--- src/rtl/keypad_scanner.sv ---
// 5x5 matrix keypad scanner: row scan, 2-flop column synchroniser, press/release debounce, and
// decode of each accepted key into a one-cycle event. Define KEYPAD_REPEAT_EN for hex auto-repeat.
module keypad_scanner #(
  parameter int SETTLE_CYCLES   = 4,
  parameter int DEBOUNCE_CYCLES = 16,
  parameter int REPEAT_DELAY    = 64,
  parameter int REPEAT_PERIOD   = 16
) (
  input  logic       clock,
  input  logic       reset,
  input  logic [4:0] col_n,
  output logic [4:0] row_n,
  output logic       newhex,
  output logic [3:0] hexcode,
  output logic       newop,
  output logic [1:0] opcode,
  output logic       eq,
  output logic       clr,
  output logic       key_held
);

  localparam int CNT_MAX = (SETTLE_CYCLES > DEBOUNCE_CYCLES) ? SETTLE_CYCLES : DEBOUNCE_CYCLES;
  localparam int CNT_W   = $clog2(CNT_MAX + 1);
  localparam logic [CNT_W-1:0] SETTLE_C = CNT_W'(SETTLE_CYCLES);
  localparam logic [CNT_W-1:0] DEB_LAST = CNT_W'(DEBOUNCE_CYCLES - 1);
  localparam logic [CNT_W-1:0] CNT_ONE  = CNT_W'(1);

  typedef enum logic [2:0] {SCAN, DEBOUNCE, EMIT, HELD, RELEASE} state_t;

  state_t           state_q, state_d;
  logic [2:0]       row_q, row_d;
  logic [2:0]       col_q, col_d;
  logic [CNT_W-1:0] cnt_q, cnt_d;
  logic [4:0]       col_m, col_s;
  logic [2:0]       low_col;
  logic             any_low, key_seen, col_up, row_live;
  logic             is_hex, is_op, is_eq, is_clr;
  logic             rep_fire;

  always_ff @(posedge clock) begin
    if (reset) begin
      col_m <= '1;
      col_s <= '1;
    end else begin
      col_m <= col_n;
      col_s <= col_m;
    end
  end

  // Lowest-index low column wins when several keys in the driven row are down.
  always_comb begin
    low_col = 3'd0;
    for (int i = 4; i >= 0; i--) begin
      if (!col_s[i]) low_col = 3'(i);
    end
  end

  assign any_low  = ~&col_s;
  assign key_seen = any_low && !(row_q == 3'd4 && low_col >= 3'd2);
  assign col_up   = col_s[col_q];
  // row_n is all-ones only in the first cycle after reset; settling starts once a row is driven.
  assign row_live = ~&row_n;

  assign is_hex = (row_q < 3'd4) && (col_q < 3'd4);
  assign is_op  = (row_q < 3'd4) && (col_q == 3'd4);
  assign is_eq  = (row_q == 3'd4) && (col_q == 3'd0);
  assign is_clr = (row_q == 3'd4) && (col_q == 3'd1);

  always_ff @(posedge clock) begin
    if (reset) begin
      state_q <= SCAN;
      row_q   <= 3'd0;
      col_q   <= 3'd0;
      cnt_q   <= '0;
    end else begin
      state_q <= state_d;
      row_q   <= row_d;
      col_q   <= col_d;
      cnt_q   <= cnt_d;
    end
  end

  always_comb begin
    state_d = state_q;
    row_d   = row_q;
    col_d   = col_q;
    cnt_d   = cnt_q;
    case (state_q)
      SCAN: begin
        if (!row_live) begin
          cnt_d = '0;
        end else if (cnt_q != SETTLE_C) begin
          cnt_d = cnt_q + CNT_ONE;
        end else begin
          cnt_d = '0;
          if (key_seen) begin
            state_d = DEBOUNCE;
            col_d   = low_col;
          end else begin
            row_d = (row_q == 3'd4) ? 3'd0 : row_q + 3'd1;
          end
        end
      end
      DEBOUNCE: begin
        if (col_up) begin
          state_d = SCAN;
          cnt_d   = '0;
        end else if (cnt_q == DEB_LAST) begin
          state_d = EMIT;
          cnt_d   = '0;
        end else begin
          cnt_d = cnt_q + CNT_ONE;
        end
      end
      EMIT: begin
        state_d = HELD;
        cnt_d   = '0;
      end
      HELD: begin
        if (col_up) begin
          state_d = RELEASE;
          cnt_d   = '0;
        end
      end
      RELEASE: begin
        if (!col_up) begin
          state_d = HELD;
          cnt_d   = '0;
        end else if (cnt_q == DEB_LAST) begin
          state_d = SCAN;
          row_d   = 3'd0;
          cnt_d   = '0;
        end else begin
          cnt_d = cnt_q + CNT_ONE;
        end
      end
      default: begin
        state_d = SCAN;
        row_d   = 3'd0;
        cnt_d   = '0;
      end
    endcase
  end

  always_comb begin
    newhex   = 1'b0;
    newop    = 1'b0;
    eq       = 1'b0;
    clr      = 1'b0;
    key_held = 1'b0;
    case (state_q)
      EMIT: begin
        newhex   = is_hex;
        newop    = is_op;
        eq       = is_eq;
        clr      = is_clr;
        key_held = 1'b1;
      end
      HELD: begin
        newhex   = rep_fire;
        key_held = 1'b1;
      end
      RELEASE: key_held = 1'b1;
      default: ;
    endcase
  end

  always_ff @(posedge clock) begin
    if (reset) begin
      row_n <= '1;
    end else begin
      row_n <= ~(5'd1 << row_d);
    end
  end

  // Codes load on the edge into EMIT so they are already valid while the pulse is high.
  always_ff @(posedge clock) begin
    if (reset) begin
      hexcode <= 4'h0;
      opcode  <= 2'd0;
    end else if (state_d == EMIT) begin
      if (is_hex) hexcode <= {row_q[1:0], col_q[1:0]};
      if (is_op)  opcode  <= row_q[1:0];
    end
  end

`ifdef KEYPAD_REPEAT_EN
  localparam int REP_MAX = (REPEAT_DELAY > REPEAT_PERIOD) ? REPEAT_DELAY : REPEAT_PERIOD;
  localparam int REP_W   = $clog2(REP_MAX + 1);
  localparam logic [REP_W-1:0] REP_DELAY_C  = REP_W'(REPEAT_DELAY);
  localparam logic [REP_W-1:0] REP_PERIOD_C = REP_W'(REPEAT_PERIOD);
  localparam logic [REP_W-1:0] REP_TOP      = REP_W'(REP_MAX);
  localparam logic [REP_W-1:0] REP_ONE      = REP_W'(1);

  logic [REP_W-1:0] rep_cnt_q;
  logic             rep_first_q;

  assign rep_fire = (state_q == HELD) && is_hex && !col_up &&
                    (rep_cnt_q == (rep_first_q ? REP_DELAY_C : REP_PERIOD_C));

  // Counts cycles since EMIT or the last repeat; frozen in RELEASE so a bounce resumes the count.
  always_ff @(posedge clock) begin
    if (reset) begin
      rep_cnt_q   <= '0;
      rep_first_q <= 1'b1;
    end else if (state_q == EMIT) begin
      rep_cnt_q   <= REP_ONE;
      rep_first_q <= 1'b1;
    end else if (rep_fire) begin
      rep_cnt_q   <= REP_ONE;
      rep_first_q <= 1'b0;
    end else if (state_q == HELD && is_hex && rep_cnt_q != REP_TOP) begin
      rep_cnt_q <= rep_cnt_q + REP_ONE;
    end
  end
`else
  logic unused_rep_params;
  assign unused_rep_params = (REPEAT_DELAY != 0) ^ (REPEAT_PERIOD != 0);
  assign rep_fire = 1'b0;
`endif

endmodule

--- config.mk ---
export PLATFORM = sky130hd
export DESIGN_NAME = keypad_scanner
export DESIGN_NICKNAME = d
export VERILOG_FILES = /design/src/rtl/keypad_scanner.sv
export SDC_FILE = /design/constraint.sdc
export NUM_CORES = 1
export LEC_CHECK = 0
export CORE_UTILIZATION = 35
export CTS_CLUSTER_DIAMETER = 30
export CTS_CLUSTER_SIZE = 12
export DETAILED_ROUTE_END_ITERATION = 7
export PLACE_DENSITY = 0.61
export SLEW_MARGIN = 10
export SYNTH_ARGS = -nofsm -noshare
export SYNTH_HDL_FRONTEND = slang
export SYNTH_SLANG_ARGS = --single-unit
--- constraint.sdc ---
create_clock -name clock -period 2.9 [get_ports clock]
set_input_delay 0.725 -clock clock [delete_from_list [all_inputs] [get_ports clock]]
set_output_delay 0.725 -clock clock [all_outputs]
set_load 0.03 [all_outputs]
==> run metrics, run 1 <==
RR Endpoint=cnt_q[2]$_SDFFE_PP0P_; worst endpoint data arrival time=1.99 ns; EDFF count, synth=0; Post-DRT Antenna Nets=0; Tot GR Track Use=14.8%; worst hold-check path type=flip-flop to flip-flop; Worst setup SP type=flip-flop; Worst-path clk slew=0.08 ns; Initial Util=36.8%; Ys Warns=0; TritonRoute pass-1 iters=5; adder-cell share of the synthesized area=4.26%; io pins=23; Root Buffer=clkbuf_8; Layout area overhead=22.2%; TritonCTS clock tree=built; Rel. slew slack=69.6%; Sink Count=35; Tmin final=2.72 ns; Post-Syn Area=1760 um^2; Die H=73.0 um; wire length per cell=12.2 um; Final Hold Vio Count=0; largest family of logic cells by synthesized area=simple AND/OR/NAND/NOR gates; Distinct cells, synth=55; outcome=completed; max cap viols=0; skew final=0.00832 ns; post-synthesis mux area share=5.75%; R2R Setup Slk=0.63 ns; final setup fails=0; initial antenna violation count=0; XOR/XNOR Fraction of Synth Area=0%; dpl cells=283; VDD IR max=0.245 mV; largest net degree at the start of global routing=27; simple-gate share of the synthesized area=29.7%; setup TNS=0 ns; R2R depth=9; Setup CP Type=flip-flop to primary output; post-route DRC violation count=0; initial drt markers=81; buffer levels on the longest clock path=2; total global routing overflow=0; final cell count without fillers=291; post-DP HPWL=2600 um; commonest non-fill, non-tap cells in the layout=35 x dfxtp_1, 20 x clkdlybuf4s50_1, 16 x nand2_1, 16 x nor2_1, 13 x inv_1; Synth Area in Compound Gates=14.2%; H-tree levels=2; core area=4790 um^2; f_max=0.368 GHz; Post-synth ARST share=0%; prevailing post-synth register cell=dfxtp_1; Syn Nets=212; vias per cell=4.94; FP Rows=25; proportion of layout cells with a drive suffix above 1=17.0%; crit share post-route=93.7%; Buffers on Ports=22; crit path max fanout=6; final wirelength=3560 um; Crit Reg-Reg Startpoint=cnt_q[0]$_SDFFE_PP0P_; Post-Syn Instances=199; DIE WIDTH=73.0 um; Final #Nets=236; Worst Max-Slew Pin Slew=0.452 ns; n_diodes=0; Pwr Density=458 nW/um^2; Max Slew Vio Count=0; vias in the first global route=1,242; Placer Congestion=0.850; CP endpoint=clr; Crit. Startpoint=row_q[1]$_SDFF_PP0_; Critical Path RT=2.17 ns; vias post-DR=1,438; die area=5320 um^2; RSZ-0062 raised after global routing=no; commonest non-fill, non-tap cell in the layout=dfxtp_1; first-pass GRT wire length=5980 um; Critical Path End Type=primary output; post-synthesis sequential area ratio=39.7%; clock latency at the later pin of the worst-skew pair=0.29 ns; CTS buffer count=5; Mean Syn Cell Area=8.86 um^2; register bit count reported by yosys=35; leak pwr=0.790 nW
[synthesized netlist by cell type (all sizes together) (3+ instances only)]
master | n | share of area, %
o21ai | 4 | 1.3
buf | 5 | 2.4
dfxtp | 35 | 40
or3 | 3 | 1.1
inv | 13 | 2.8
ha | 6 | 4.3
nand3b | 4 | 1.9
a21oi | 12 | 3.8
nor3 | 5 | 2.1
nor2 | 18 | 4.4
mux2i | 9 | 5.1
nand3 | 12 | 3.7
nor4 | 3 | 1.1
or2 | 11 | 3.9
nand2 | 16 | 3.4
clkbuf | 5 | 1.1
[state kept, by name, indices dropped and copies added, names as in the netlist]
| register | count |
|---|---|
| cnt_q | 5 |
| col_m | 5 |
| col_s | 5 |
| row_n | 5 |
| hexcode | 4 |
| col_q | 3 |
| row_q | 3 |
| state_q | 3 |
| opcode | 2 |
[cell families after synthesis]
| group | count (synthesis) |
|---|---|
| and+or+nand+nor | 90 |
| adders and majority gates | 6 |
| AOI/OAI and AO/OA | 35 |
| buffers and inverters | 23 |
| muxes | 10 |
| DFF | 35 |
[worst max-delay path, stage by stage (launching register included)]
cell and delay (ns):
dfxtp_1 0.37, inv_1 0.08, ha_1 0.15, nand2_1 0.11, or4_1 0.44, nor3_1 0.14, dlygate4sd2_1 0.41
[through the flow]
step | area, um^2 | utilization (%) | hold slack (ns) | power, mW | worst slack (ns)
after floorplan | 1760 | - | 0.389 | 0.537 | 0.370
after global placement | 2040 | 42.7 | 0.392 | 0.555 | 0.250
after global routing | 2150 | 45.0 | 0.423 | 1.03 | 0.0467
after detailed placement | 2040 | 42.7 | 0.393 | 0.555 | 0.213
final | 2150 | 45.0 | 0.411 | 0.987 | 0.182
after CTS | 2150 | 45.0 | 0.413 | 0.999 | 0.174
[worst min-delay path by stage]
stage | start | endpoint | slack [ns] | cells after the start
6_report | col_m[0]$_SDFF_PP1_ | col_s[0]$_SDFF_PP1_ | 0.41 | 1
5_1_grt | col_m[4]$_SDFF_PP1_ | col_s[4]$_SDFF_PP1_ | 0.42 | 1
4_1_cts | col_m[0]$_SDFF_PP1_ | col_s[0]$_SDFF_PP1_ | 0.41 | 1
3_5_place_dp | col_m[1]$_SDFF_PP1_ | col_s[1]$_SDFF_PP1_ | 0.39 | 1
3_3_place_gp | col_m[4]$_SDFF_PP1_ | col_s[4]$_SDFF_PP1_ | 0.39 | 1
2_1_floorplan | col_m[0]$_SDFF_PP1_ | col_s[0]$_SDFF_PP1_ | 0.39 | 1
[per-layer routing]
metal	track usage [%]	vias to the layer above	routed length (um)
met2	21.2	37	1510
met5	0	-	0
met3	4.14	6	181
met1	21.3	639	1840
met4	5.23	0	28
li1	-	756	-
[final cells by class]
class,instances,area (um^2)
repair buffers,27,255
fillers,481,2630
clock inverters,3,46.3
clock buffers,5,68.8
inverters,13,48.8
well taps,67,83.8
flip-flops and latches,35,701
multi-input cells,141,951
[where the power goes]
group | internal (mW) | switching, mW | total (mW) | leakage [nW]
registers | 0.489 | 0.00600 | 0.495 | 0.285
logic | 0.0236 | 0.0249 | 0.0485 | 0.450
clock network | 0.259 | 0.185 | 0.444 | 0.0548
total | 0.771 | 0.216 | 0.987 | 0.790
[timing repair]
action / in CTS / in global routing
hold buffers: 0 / 0
hold endpoints to repair: 0 / 0
gates resized for setup: 2 / 0
setup buffers: 0 / 0
setup endpoints to repair: 2 / 0
Power figures use the tool's default switching activity.
==> run 2, diff against run 1 <==
MAX_ROUTING_LAYER = met4   (was default)
==> run metrics, run 2 (synthesis results as in run 1) <==
buffer levels on the longest clock path=2 (unchanged); clock share of power=44.9% (about the same); Die H=73.0 um (unchanged); Flop pwr share=50.2% (about the same); H-tree levels=2 (unchanged); CTS buffer count=5 (unchanged); Critical Path End Type=primary output; RR Endpoint=cnt_q[2]$_SDFFE_PP0P_; Final #Nets=236 (unchanged); clock latency at the later pin of the worst-skew pair=0.29 ns (about the same); Root Buffer=clkbuf_8; post-route DRC violation count=0 (unchanged); final setup fails=0 (unchanged); post-CTS setup buffer count=0 (unchanged); post-DP HPWL=2600 um (unchanged); Rel. slew slack=69.7% (about the same); vias per cell=4.94 (about the same); Placer Congestion=0.864 (+1.6%); max cap viols=0 (unchanged); crit share post-route=93.7% (about the same); Register Area=701 um^2 (unchanged); Comb power frac=4.9% (about the same); Max Slew Vio Count=0 (unchanged); Buffers on Ports=22 (unchanged); FP Rows=25 (unchanged); vias in the first global route=1,244 (+0.16%); vias post-DR=1,437 (-0.070%); Multi-input gate area=951 um^2 (unchanged); initial antenna violation count=0 (unchanged); Crit Reg-Reg Startpoint=cnt_q[0]$_SDFFE_PP0P_; final core utilization=45.0% (unchanged); worst hold-check path type=flip-flop to flip-flop; cell-internal power=0.771 mW (about the same); fillers=481 (unchanged); Hold WS=0.411 ns (-0.0000190 ns); Post-DRT Antenna Nets=0 (unchanged); crit path max fanout=6 (unchanged); die area=5320 um^2 (unchanged); final wirelength=3580 um (+0.31%); initial drt markers=80 (-1.2%); Min-Delay Endpoint=col_s[0]$_SDFF_PP1_; Initial Util=36.8% (unchanged); dpl ws=0.213 ns (unchanged); io pins=23 (unchanged); largest net degree at the start of global routing=27 (unchanged); hold path startpoint=col_m[0]$_SDFF_PP1_; Worst Max-Slew Pin Slew=0.451 ns (-0.000173 ns); Worst setup SP type=flip-flop; Pwr Density=458 nW/um^2 (about the same); Tot GR Track Use=15.4% (+0.53 points); Final Hold Vio Count=0 (unchanged); commonest non-fill, non-tap cells in the layout=35 x dfxtp_1, 20 x clkdlybuf4s50_1, 16 x nand2_1, 16 x nor2_1, 13 x inv_1; wire length per cell=12.3 um (+0.31%); worst endpoint data arrival time=1.99 ns (about the same); setup TNS=0 ns (unchanged); commonest non-fill, non-tap cell in the layout=dfxtp_1; Worst-path clk slew=0.08 ns (about the same); Hold Path Stages=1 (unchanged); Layout area overhead=22.2% (unchanged); R2R depth=9 (unchanged); RSZ-0062 raised after global routing=no; outcome=completed; Tmin final=2.72 ns (-0.00166 ns); TritonCTS clock tree=built; R2R Setup Slk=0.62 ns (about the same); TritonRoute pass-1 iters=4 (-1); Crit. Startpoint=row_q[1]$_SDFF_PP0_; DIE WIDTH=73.0 um (unchanged); fin worst setup slack=0.184 ns (+0.00166 ns); first-pass GRT wire length=5990 um (+0.12%); placed cell area=2040 um^2 (unchanged); proportion of layout cells with a drive suffix above 1=17.0% (unchanged); Setup CP Type=flip-flop to primary output; switching fraction of total power=21.8% (-0.035 points); design area=2150 um^2 (unchanged); total global routing overflow=0 (unchanged); Psw=0.215 mW (-0.20%); skew final=0.00787 ns (-0.000451 ns); core area=4790 um^2 (unchanged); f_max=0.368 GHz (about the same); Sink Count=35 (unchanged); VDD IR max=0.245 mV (about the same); Critical Path RT=2.17 ns (about the same); leak pwr=0.790 nW (unchanged); n_diodes=0 (unchanged)
run 2: cell counts in the layout (fill, tap and decap cells not counted):
Identical to the previous run, type by type.
run 2: what timing repair did:
| item | CTS | global route |
|---|---|---|
| setup endpoints to repair | 2 | 0 |
| hold buffers | 0 | 0 |
| gates resized for setup | 2 | 0 |
run 2: power groups by stage:
stage | combinational (mW) | sequential (mW) | clock (mW)
2_1_floorplan | 0.0307 | 0.506 | 0
3_3_place_gp | 0.0488 | 0.506 | 0
3_5_place_dp | 0.0488 | 0.506 | 0
4_1_cts | 0.0492 | 0.495 | 0.455
5_1_grt | 0.0544 | 0.496 | 0.479
6_report | 0.0486 | 0.495 | 0.443
run 2: how the worst max path moves through the flow:
stage	to	slack (ns)	cells past startpoint
final	clr	0.18	6
after global routing	clr	0.04	6
after CTS	clr	0.17	6
after detailed placement	clr	0.21	6
after global placement	clr	0.25	6
after floorplan	clr	0.37	5
run 2: final cells by class:
type	count	area share, %
flip-flops and latches	35	32.5
clock buffers	5	3.19
repair buffers	27	11.8
inverters	13	2.26
multi-input cells	141	44.1
well taps	67	3.89
clock inverters	3	2.15
run 2: layer usage:
metal,vias up,global-route usage (%),wire (um)
met1,641,21.3,1850
met2,38,21.2,1510
met5,-,-,0
met4,0,5.88,25
li1,756,-,-
met3,2,4.14,187
run 2: worst max-delay path: stages (launching register included):
cell and delay (ns):
dfxtp_1 0.37, inv_1 0.08, ha_1 0.15, nand2_1 0.11, or4_1 0.44, nor3_1 0.14
dlygate4sd2_1 0.41
run 2: through the flow:
stage          power, mW  cells
3_5_place_dp       0.555    283
4_1_cts            0.999    291
3_3_place_gp       0.555    283
2_1_floorplan      0.537    199
6_report           0.987    291
5_1_grt             1.03    291
